### config.mk
export PLATFORM = sky130hd
export DESIGN_NAME = lcd_char_driver_flat
export DESIGN_NICKNAME = d
export VERILOG_FILES = /design/src/rtl/lcd_char_driver_if.sv /design/src/rtl/lcd_char_driver.sv /design/src/flat_wrapper.sv
export SDC_FILE = /design/constraint.sdc
export NUM_CORES = 1
export LEC_CHECK = 0
export CAP_MARGIN = 15
export CORE_MARGIN = 10
export CORE_UTILIZATION = 55
export DETAILED_ROUTE_END_ITERATION = 16
export GPL_TIMING_DRIVEN = 0
export HOLD_SLACK_MARGIN = 0.1
export PLACE_DENSITY = 0.76
export SYNTH_ARGS = -nofsm -noshare
export SYNTH_HDL_FRONTEND = slang
export SYNTH_SLANG_ARGS = --single-unit
export TNS_END_PERCENT = 100
### constraint.sdc
create_clock -name clk -period 4 [get_ports clk]
set_clock_uncertainty 0.2 [all_clocks]
set_input_delay 0.8 -clock clk [delete_from_list [all_inputs] [get_ports clk]]
set_output_delay 0.8 -clock clk [all_outputs]
set_load 0.1 [all_outputs]
### src/rtl/lcd_char_driver_if.sv
// Display-content and LCD bus bundle for lcd_char_driver.
// master = the driver; slave = content source plus LCD panel.
interface lcd_char_driver_if;
   logic [7:0] char_in;
   logic [4:0] index;
   logic       lcd_e;
   logic       lcd_rs;
   logic       lcd_rw;
   logic [7:0] lcd_data;
   logic       init_done;
   logic       frame_done;

   modport master (
      input  char_in,
      output index, lcd_e, lcd_rs, lcd_rw,
      output lcd_data, init_done, frame_done
   );

   modport slave (
      output char_in,
      input  index, lcd_e, lcd_rs, lcd_rw,
      input  lcd_data, init_done, frame_done
   );
endinterface

### src/rtl/lcd_char_driver.sv
// HD44780 16x2 driver: power-on wait, init commands, then a
// continuous two-line refresh fetched from a 32-entry source.
module lcd_char_driver #(
   parameter int T_PWR    = 750000,
   parameter int T_SETUP  = 2,
   parameter int T_E      = 12,
   parameter int T_CMD    = 2000,
   parameter int T_CLR    = 82000,
   parameter int CHAR_LAT = 2,
   parameter int CW       = 20
) (
   input logic               clk,
   input logic               rst,
   lcd_char_driver_if.master bus
);
   // Step numbering: 0-6 init, 7 = cmd 80, 8-23 line 1,
   // 24 = cmd C0, 25-40 line 2.
   localparam logic [5:0] SEQ_FRAME = 6'd7;
   localparam logic [5:0] SEQ_INIT  = 6'd6;
   localparam logic [5:0] SEQ_LAST  = 6'd40;

   typedef enum logic [2:0] {
      PWR_WAIT, FETCH, SETUP, PULSE, HOLD
   } state_t;

   state_t        state, state_n;
   logic [CW-1:0] cnt, cnt_n;
   logic [5:0]    seq, seq_n, lseq;
   logic [4:0]    idx_q, idx_n;
   logic [7:0]    data_q, data_n;
   logic          rs_q, rs_n;
   logic          e_q, e_n;
   logic          init_q, init_n;
   logic          fd_q, fd_n;
   logic          launch, cnt_z;

   function automatic logic is_data(logic [5:0] s);
      return (s >= 6'd8 && s <= 6'd23) || s >= 6'd25;
   endfunction

   function automatic logic [4:0] data_idx(logic [5:0] s);
      return (s <= 6'd23) ? 5'(s - 6'd8) : 5'(s - 6'd9);
   endfunction

   function automatic logic [7:0] cmd_byte(logic [5:0] s);
      logic [7:0] b;
      case (s)
         6'd0, 6'd1, 6'd2, 6'd3: b = 8'h38;
         6'd4:    b = 8'h0C;
         6'd5:    b = 8'h01;
         6'd6:    b = 8'h06;
         6'd7:    b = 8'h80;
         6'd24:   b = 8'hC0;
         default: b = 8'h00;
      endcase
      return b;
   endfunction

   always_comb begin
      state_n = state;
      cnt_n   = cnt;
      seq_n   = seq;
      idx_n   = idx_q;
      data_n  = data_q;
      rs_n    = rs_q;
      init_n  = init_q;
      fd_n    = 1'b0;
      launch  = 1'b0;
      lseq    = seq;
      cnt_z   = (cnt == '0);

      case (state)
         PWR_WAIT: begin
            // Counts up from the reset value of 0.
            if (cnt == CW'(T_PWR - 1)) begin
               launch = 1'b1;
               lseq   = 6'd0;
            end else begin
               cnt_n = cnt + CW'(1);
            end
         end
         FETCH: begin
            if (cnt_z) begin
               state_n = SETUP;
               cnt_n   = CW'(T_SETUP - 1);
               data_n  = bus.char_in;
               rs_n    = 1'b1;
            end else begin
               cnt_n = cnt - CW'(1);
            end
         end
         SETUP: begin
            if (cnt_z) begin
               state_n = PULSE;
               cnt_n   = CW'(T_E - 1);
            end else begin
               cnt_n = cnt - CW'(1);
            end
         end
         PULSE: begin
            if (cnt_z) begin
               state_n = HOLD;
               cnt_n   = (!rs_q && data_q == 8'h01) ?
                         CW'(T_CLR - 1) : CW'(T_CMD - 1);
            end else begin
               cnt_n = cnt - CW'(1);
            end
         end
         HOLD: begin
            if (cnt_z) begin
               launch = 1'b1;
               lseq   = (seq == SEQ_LAST) ? SEQ_FRAME : seq + 6'd1;
               if (seq == SEQ_INIT) init_n = 1'b1;
               if (seq == SEQ_LAST) fd_n = 1'b1;
            end else begin
               cnt_n = cnt - CW'(1);
            end
         end
         default: state_n = PWR_WAIT;
      endcase

      if (launch) begin
         seq_n = lseq;
         if (is_data(lseq)) begin
            state_n = FETCH;
            cnt_n   = CW'(CHAR_LAT - 1);
            idx_n   = data_idx(lseq);
         end else begin
            state_n = SETUP;
            cnt_n   = CW'(T_SETUP - 1);
            rs_n    = 1'b0;
            data_n  = cmd_byte(lseq);
         end
      end

      e_n = (state_n == PULSE);
   end

   always_ff @(posedge clk) begin
      if (rst) begin
         state  <= PWR_WAIT;
         cnt    <= '0;
         seq    <= '0;
         idx_q  <= '0;
         data_q <= '0;
         rs_q   <= 1'b0;
         e_q    <= 1'b0;
         init_q <= 1'b0;
         fd_q   <= 1'b0;
      end else begin
         state  <= state_n;
         cnt    <= cnt_n;
         seq    <= seq_n;
         idx_q  <= idx_n;
         data_q <= data_n;
         rs_q   <= rs_n;
         e_q    <= e_n;
         init_q <= init_n;
         fd_q   <= fd_n;
      end
   end

   assign bus.index      = idx_q;
   assign bus.lcd_e      = e_q;
   assign bus.lcd_rs     = rs_q;
   assign bus.lcd_rw     = 1'b0;
   assign bus.lcd_data   = data_q;
   assign bus.init_done  = init_q;
   assign bus.frame_done = fd_q;
endmodule

### src/flat_wrapper.sv
// flat-port wrapper written by rule: the top's interface ports become plain ports
module lcd_char_driver_flat 
#(
   parameter int T_PWR    = 750000,
   parameter int T_SETUP  = 2,
   parameter int T_E      = 12,
   parameter int T_CMD    = 2000,
   parameter int T_CLR    = 82000,
   parameter int CHAR_LAT = 2,
   parameter int CW       = 20
)
  (clk, rst, bus_char_in, bus_index, bus_lcd_e, bus_lcd_rs, bus_lcd_rw, bus_lcd_data, bus_init_done, bus_frame_done);
  lcd_char_driver_if bus_i ();
  input logic clk;
  input logic rst;
  input wire logic [$bits(bus_i.char_in)-1:0] bus_char_in;
  output wire logic [$bits(bus_i.index)-1:0] bus_index;
  output wire logic [$bits(bus_i.lcd_e)-1:0] bus_lcd_e;
  output wire logic [$bits(bus_i.lcd_rs)-1:0] bus_lcd_rs;
  output wire logic [$bits(bus_i.lcd_rw)-1:0] bus_lcd_rw;
  output wire logic [$bits(bus_i.lcd_data)-1:0] bus_lcd_data;
  output wire logic [$bits(bus_i.init_done)-1:0] bus_init_done;
  output wire logic [$bits(bus_i.frame_done)-1:0] bus_frame_done;
  assign bus_i.char_in = bus_char_in;
  assign bus_index = bus_i.index;
  assign bus_lcd_e = bus_i.lcd_e;
  assign bus_lcd_rs = bus_i.lcd_rs;
  assign bus_lcd_rw = bus_i.lcd_rw;
  assign bus_lcd_data = bus_i.lcd_data;
  assign bus_init_done = bus_i.init_done;
  assign bus_frame_done = bus_i.frame_done;
  lcd_char_driver #(.T_PWR(T_PWR), .T_SETUP(T_SETUP), .T_E(T_E), .T_CMD(T_CMD), .T_CLR(T_CLR), .CHAR_LAT(CHAR_LAT), .CW(CW)) u_core (.clk(clk), .rst(rst), .bus(bus_i));
endmodule
==> flow_summary_export.csv, run 1 <==
group,metric,value,unit
setup_path,crit_type,"reg2reg",
sta,clock.fmax,260,MHz
setup_path,crit_path_start_kind,"flip-flop",
setup_path,cp.buffers_inverters,1,
synth,syn_area_per_cell,7.49,sq um
floorplanning,die_area,10500,sq um
power_and_ir_drop,power,981,uW
final_layout,fin_nets,557,
floorplanning,rows,30,
setup_path,critical_path.slowest_cell,"or4_1",
sta,period_share,0.962,
sta,tns,0,ns
setup_path,crit_family,"simple AND/OR/NAND/NOR gates",
power_and_ir_drop,p_per_area,229,nW/um^2
sta,slew_violations,0,
synth,yosysWarnings,0,
clock_tree,clock_sinks,46,
clock_tree,cts_buffers,5,
setup_path,crit_top_cell,"o21ai_2",
place,io_buffers,26,
sta,slew_headroom,0.236,
synth,async_flop_share,0,
clock_tree,clk_latency,0.30,ns
route,drt_iter0_drc,442,
global_routing,grt_max_degree,15,
power_and_ir_drop,peakVddDrop,124,uV
clock_tree,htree_levels,2,
setup_path,crit_arrival,3.89,ns
synth,synth.top_cells.by_count,"58 x nor2_1, 46 x dfxtp_1, 45 x nand2_1",
global_routing,grt_pass1_vias,3901,
sta,fin_crit,3.85,ns
clock_tree,cts-root-buf,"clkbuf_8",
global_routing,grtUsageTotal,0.217,
sta,tightest_slew,1.14,ns
global_routing,grt_pass1_wl,18900,um
floorplanning,core-area,6720,sq um
global_routing,grt_overflow_total,0,
hold_path,hp-class,"reg2reg",
setup_path,cp_data_required_time,4.04,ns
route,routed_wl,11500,um
clock_tree,cts_tree,"built",
floorplanning,initial_core_util,0.557,
power_and_ir_drop,clkPwrFrac,0.364,
route,wl_per_cell,18.6,um
power_and_ir_drop,power.leakage,1.54,nW
setup_path,crit_chain,"buf_2, or3_4, or2_2, or4_1, o21ai_2, a31o_4, ha_1, o31ai_2, nor4_4, a221oi_4, or3b_1, o21ai_2",
power_and_ir_drop,share_comb_of_total_power,0.162,
final_layout,antenna_cells,0,
power_and_ir_drop,seq_power_share,0.474,
synth,synth_area,3740,sq um
floorplanning,die_w,103,um
route,via_count,4087,
final_layout,area_growth,14.4,%
final_layout,drive_gt1_frac,0.125,
route,firstDrtPassIters,6,
route,ant_nets,0,
synth,yosysSeqAreaShare,0.246,
synth,synth_most_common_cell,"nor2_1",
synth,synth_top_area_cell,"dfxtp_1",
run,maxCapViolCount,0,
place,gp_congestion,1.00,
clock_tree,cts.reportedPaths.clkPinSlew,0.09,ns
power_and_ir_drop,switchingPower,278,uW
global_routing,antenna_found_initial,0,
synth,netlist_instances,500,
clock_tree,cts_buffer_depth,2,
synth,synth_area_leaders,"dfxtp_1 25%, nor2_1 5.8%, a21oi_1 5.3%",
sta,setup_viol,0,
route,viasPerCell,6.63,
power_and_ir_drop,p_int,703,uW
synth,synth_seq_cells,46,
synth,netlist.area_leader.share,0.246,
place,dpl.hpwl,8320,um
status,outcome,"complete, no violations",
synth,ys_types,72,
sta,rsz0062_at_grt,"false",
setup_path,path_max_fanout,8,
floorplanning,die_y,103,um
sta,finalHoldViolCount,0,
power_and_ir_drop,swShare,0.284,
route,route.detailed.drc,0,
synth,synth_enable_flop_cells,0,
floorplanning,io_pins,28,
synth,synth_ff_type,"dfxtp_1",
setup_path,max_stage_delay,0.60,ns
synth,syn_nets,522,
setup_path,end_kind,"flip-flop",
==> cell families (layout without fill, tap and decap cells) <==
| group | count (synthesis) | count (layout) | share of synthesized area |
|---|---|---|---|
| AO/OA/AOI/OAI | 144 | 144 | 0.266 |
| XOR/XNOR | 10 | 10 | 0.0234 |
| adder cells (fa/ha/maj) | 13 | 13 | 0.0428 |
| buffers and inverters | 48 | 84 | 0.0538 |
| flip-flops | 46 | 46 | 0.246 |
| multiplexers | 18 | 18 | 0.0508 |
| other | 1 | 1 | 0.00100 |
| AND/OR/NAND/NOR | 220 | 220 | 0.317 |
==> metrics by stage <==
| stage | hold slack, ns | worst slack [ns] | cells | cell area (sq um) | utilization |
|---|---|---|---|---|---|
| finish | 0.280 | 0.151 | 616 | 4280 | 0.638 |
| global route | 0.312 | 0.0250 | 616 | 4280 | 0.638 |
| CTS | 0.289 | 0.00624 | 614 | 4210 | 0.627 |
| detailed placement | 0.263 | 0.0466 | 606 | 4100 | 0.611 |
| global placement | 0.254 | 0.0597 | 606 | 4100 | 0.611 |
| floorplan | 0.306 | 0.600 | 500 | 3740 | - |
==> power by group through the flow <==
| stage | clock network (mW) | logic [mW] | registers, mW |
|---|---|---|---|
| after floorplan | 0 | 0.107 | 0.474 |
| after global placement | 0 | 0.143 | 0.475 |
| after detailed placement | 0 | 0.149 | 0.475 |
| after CTS | 0.365 | 0.149 | 0.464 |
| after global routing | 0.388 | 0.170 | 0.465 |
| final | 0.358 | 0.159 | 0.465 |
==> final timing paths <==
kind / start / end / slack [ns] / cells after the start
setup reg to reg: u_core.state[1] / u_core.bus.index[3] / 0.15 / 12
setup / recovery: u_core.state[1] / u_core.bus.index[3] / 0.15 / 12
hold reg to reg: u_core.bus.index[4] / u_core.bus.index[4] / 0.28 / 1
hold / removal: u_core.bus.index[4] / u_core.bus.index[4] / 0.28 / 1
==> routing by layer <==
metal	routed length, um	vias up	GRT usage
met5	0	-	0
met2	5540	214	0.363
li1	-	1909	-
met1	4660	1921	0.269
met4	407	0	0.0900
met3	882	43	0.0382
==> state kept, by name, summed over array words and instances (netlist names) <==
name,count
u_core.seq,6
u_core.bus.init_done,1
u_core.state,3
u_core.bus.lcd_rs,1
u_core.bus.index,5
u_core.cnt,20
u_core.bus.lcd_data,8
u_core.bus.frame_done,1
u_core.bus.lcd_e,1
==> repair_timing <==
| item | CTS | global route |
|---|---|---|
| endpoints found under the setup margin | 0 | 17 |
| resized for setup | 0 | 13 |
| buffers inserted | 0 | 2 |
| hold buffers | 0 | 0 |
==> cells in the final DEF, fill, tap and decap left out, drive strengths merged, types with 12 or more instances in the layout <==
cell           instances
nor2                  58
dfxtp                 46
nand2                 45
a21oi                 40
o21ai                 35
clkbuf                28
clkdlybuf4s50         26
nor3                  23
nand3                 16
inv                   15
nand4                 13
nor4                  13
buf                   13
ha                    12
==> cell type report <==
type | count | area [sq um]
Sequential cell | 46 | 923
Fill cell | 618 | 2430
Inverter | 15 | 56.3
Clock inverter | 2 | 37.5
Tap cell | 80 | 100
Timing Repair Buffer | 28 | 275
Clock buffer | 6 | 72.6
Buffer | 33 | 145
Multi-Input combinational cell | 406 | 2670
Power figures use the tool's default switching activity.
==> run 2, diff against run 1 <==
CELL_PAD_IN_SITES_DETAIL_PLACEMENT = 0   (was not set)
CELL_PAD_IN_SITES_GLOBAL_PLACEMENT = 1   (was not set)
CORE_UTILIZATION = 40   (was 55)
PLACE_DENSITY = not set   (was 0.76)
PLACE_DENSITY_LB_ADDON = 0.1   (was not set)
clock period = 3.2 ns   (was 4 ns; I/O delays follow)
==> flow_summary_export.csv, run 2 (same netlist as run 1, synthesis figures left out) <==
group,metric,value,unit
final_layout,largest_reg_flops,20,
route,viasPerCell,6.04,
clock_tree,cts_buffers,5,
route,wl_met1,6010,um
power_and_ir_drop,p_per_area,244,nW/um^2
floorplanning,die_area,13600,sq um
clock_tree,cts_buffer_depth,2,
route,top_layer,"met4",
final_layout,utilization,0.533,
final_layout,fin_nets,593,
route,ant_nets,0,
setup_path,end_kind,"flip-flop",
status,violations,"setup timing",
setup_path,path_max_fanout,5,
sta,worst_slack,-0.0250,ns
setup_path,crit_type,"reg2reg",
sta,period_share,1.01,
sta,whs,0.276,ns
power_and_ir_drop,swShare,0.315,
setup_path,crit_arrival,3.28,ns
clock_tree,htree_levels,2,
sta,fin_crit,3.23,ns
route,wl_per_cell,18.8,um
final_layout,fillers,864,
power_and_ir_drop,power.leakage,1.79,nW
global_routing,antenna_found_initial,0,
floorplanning,initial_core_util,0.407,
clock_tree,cts.reportedPaths.clkPinSlew,0.10,ns
clock_tree,clk_latency,0.32,ns
final_layout,final_common_cell,"nor2_1",
final_layout,final_cell_mix,"52 x nor2_1, 45 x nand2_1, 44 x buf_4",
floorplanning,die_y,117,um
sta,slew_violations,0,
route,drt_iter0_drc,367,
route,route.met2.wl,5690,um
sta,setup_viol,2,
floorplanning,rows,35,
place,dpl.hpwl,9110,um
place,place_inst,637,
floorplanning,io_pins,28,
global_routing,grt_pass1_wl,20500,um
power_and_ir_drop,clkPwrFrac,0.324,
sta,rsz0062_at_grt,"true",
status,outcome,"finished, violations left",
run,maxCapViolCount,0,
setup_path,crit_path_start_kind,"flip-flop",
place,gp_congestion,0.933,
place,io_buffers,26,
sta,tns,-0.0263,ns
power_and_ir_drop,power,1.19,mW
route,routed_wl,12900,um
final_layout,multi_input_area,2900,sq um
route,dr_wl_met3,989,um
route,route.detailed.drc,0,
clock_tree,cts_tree,"built",
route,firstDrtPassIters,5,
final_layout,seqCellArea,952,sq um
floorplanning,core-area,9200,sq um
setup_path,cp_data_required_time,3.25,ns
global_routing,grt_overflow_total,0,
hold_path,hp-class,"reg2reg",
global_routing,grtUsageTotal,0.187,
final_layout,area_growth,30.8,%
global_routing,grt_max_degree,16,
power_and_ir_drop,seq_power_share,0.484,
final_layout,instances_no_fill,683,
sta,slew_headroom,0.327,
sta,clock.fmax,310,MHz
clock_tree,cts-root-buf,"clkbuf_8",
sta,finalHoldViolCount,0,
power_and_ir_drop,p_int,818,uW
clock_tree,clock_sinks,46,
floorplanning,die_w,117,um
power_and_ir_drop,peakVddDrop,161,uV
power_and_ir_drop,share_comb_of_total_power,0.192,
final_layout,antenna_cells,0,
global_routing,grt_pass1_vias,3833,
power_and_ir_drop,switchingPower,376,uW
route,via_count,4126,
sta,tightest_slew,1.00,ns
final_layout,drive_gt1_frac,0.245,
final_layout,top_register,"u_core.cnt",
## run 2: changes by cell type in the layout (fill, tap and decap cells not counted), moves of 4 or more
| cell | before | now |
|---|---|---|
| clkbuf_1 | 22 | 16 |
| dfxtp_1 | 44 | 35 |
| nor2_4 | 0 | 4 |
| buf_4 | 3 | 44 |
| dfxtp_4 | 0 | 7 |
| buf_2 | 7 | 1 |
| nor2_1 | 56 | 52 |
## run 2: layout make-up
type | instances | share of cell area
flip-flops and latches | 46 | 0.194
clock inverters | 3 | 0.00434
clock buffers | 5 | 0.0141
inverters | 15 | 0.0115
well taps | 111 | 0.0284
repair buffers | 70 | 0.126
plain buffers | 27 | 0.0291
multi-input cells | 406 | 0.592
## run 2: what timing repair did
item                                    in CTS  in global routing
endpoints found under the setup margin      30                 26
gates resized for setup                     34                 36
hold buffers                                 0                  0
setup buffers                               18                 26
pin swaps                                   18                 21
## run 2: critical path: stages (launching register included)
cell      delay (ns)
dfxtp_4         0.38
or3_4           0.38
or2_4           0.25
or4_4           0.47
o21ai_4         0.09
a31o_4          0.22
ha_4            0.16
o31ai_4         0.07
nor4_4          0.36
a221oi_4        0.14
or3b_1          0.39
o21ai_2         0.06
## run 2: final timing paths
path | from | endpoint | slack [ns] | cells past startpoint
worst min register to register | u_core.bus.index[4] | u_core.bus.index[4] | 0.28 | 1
worst max register to register | u_core.state[0] | u_core.bus.index[3] | -0.03 | 11
worst max-delay path | u_core.state[0] | u_core.bus.index[3] | -0.03 | 11
worst min-delay path | u_core.bus.index[4] | u_core.bus.index[4] | 0.28 | 1
## run 2: metal layers
metal	global-route usage	vias up
met1	0.267	1950
li1	-	1991
met4	0.0544	0
met2	0.280	167
met5	0	-
met3	0.0303	18
## run 2: through the flow
stage / instance area (sq um) / setup slack (ns)
after detailed placement: 4210 / -0.647
final: 4900 / -0.0250
after global routing: 4900 / -0.121
after CTS: 4550 / -0.0435
after global placement: 4210 / -0.645
after floorplan: 3810 / -0.0959
## run 2: power groups by stage
stage | logic [mW] | registers [mW] | clock network (mW)
final | 0.229 | 0.579 | 0.387
after global routing | 0.249 | 0.579 | 0.419
after CTS | 0.209 | 0.581 | 0.392
after detailed placement | 0.192 | 0.594 | 0
after global placement | 0.191 | 0.594 | 0
after floorplan | 0.136 | 0.592 | 0
==> run 3, diff against run 2 <==
--- a/constraint.sdc
+++ b/constraint.sdc
@@ -4,2 +4,2 @@
 set_output_delay 0.64 -clock clk [all_outputs]
-set_load 0.1 [all_outputs]
+set_load 0.05 [all_outputs]
==> results of run 3 <==
Same layout as run 2 (identical final DEF). Status: finished, violations left: setup timing.
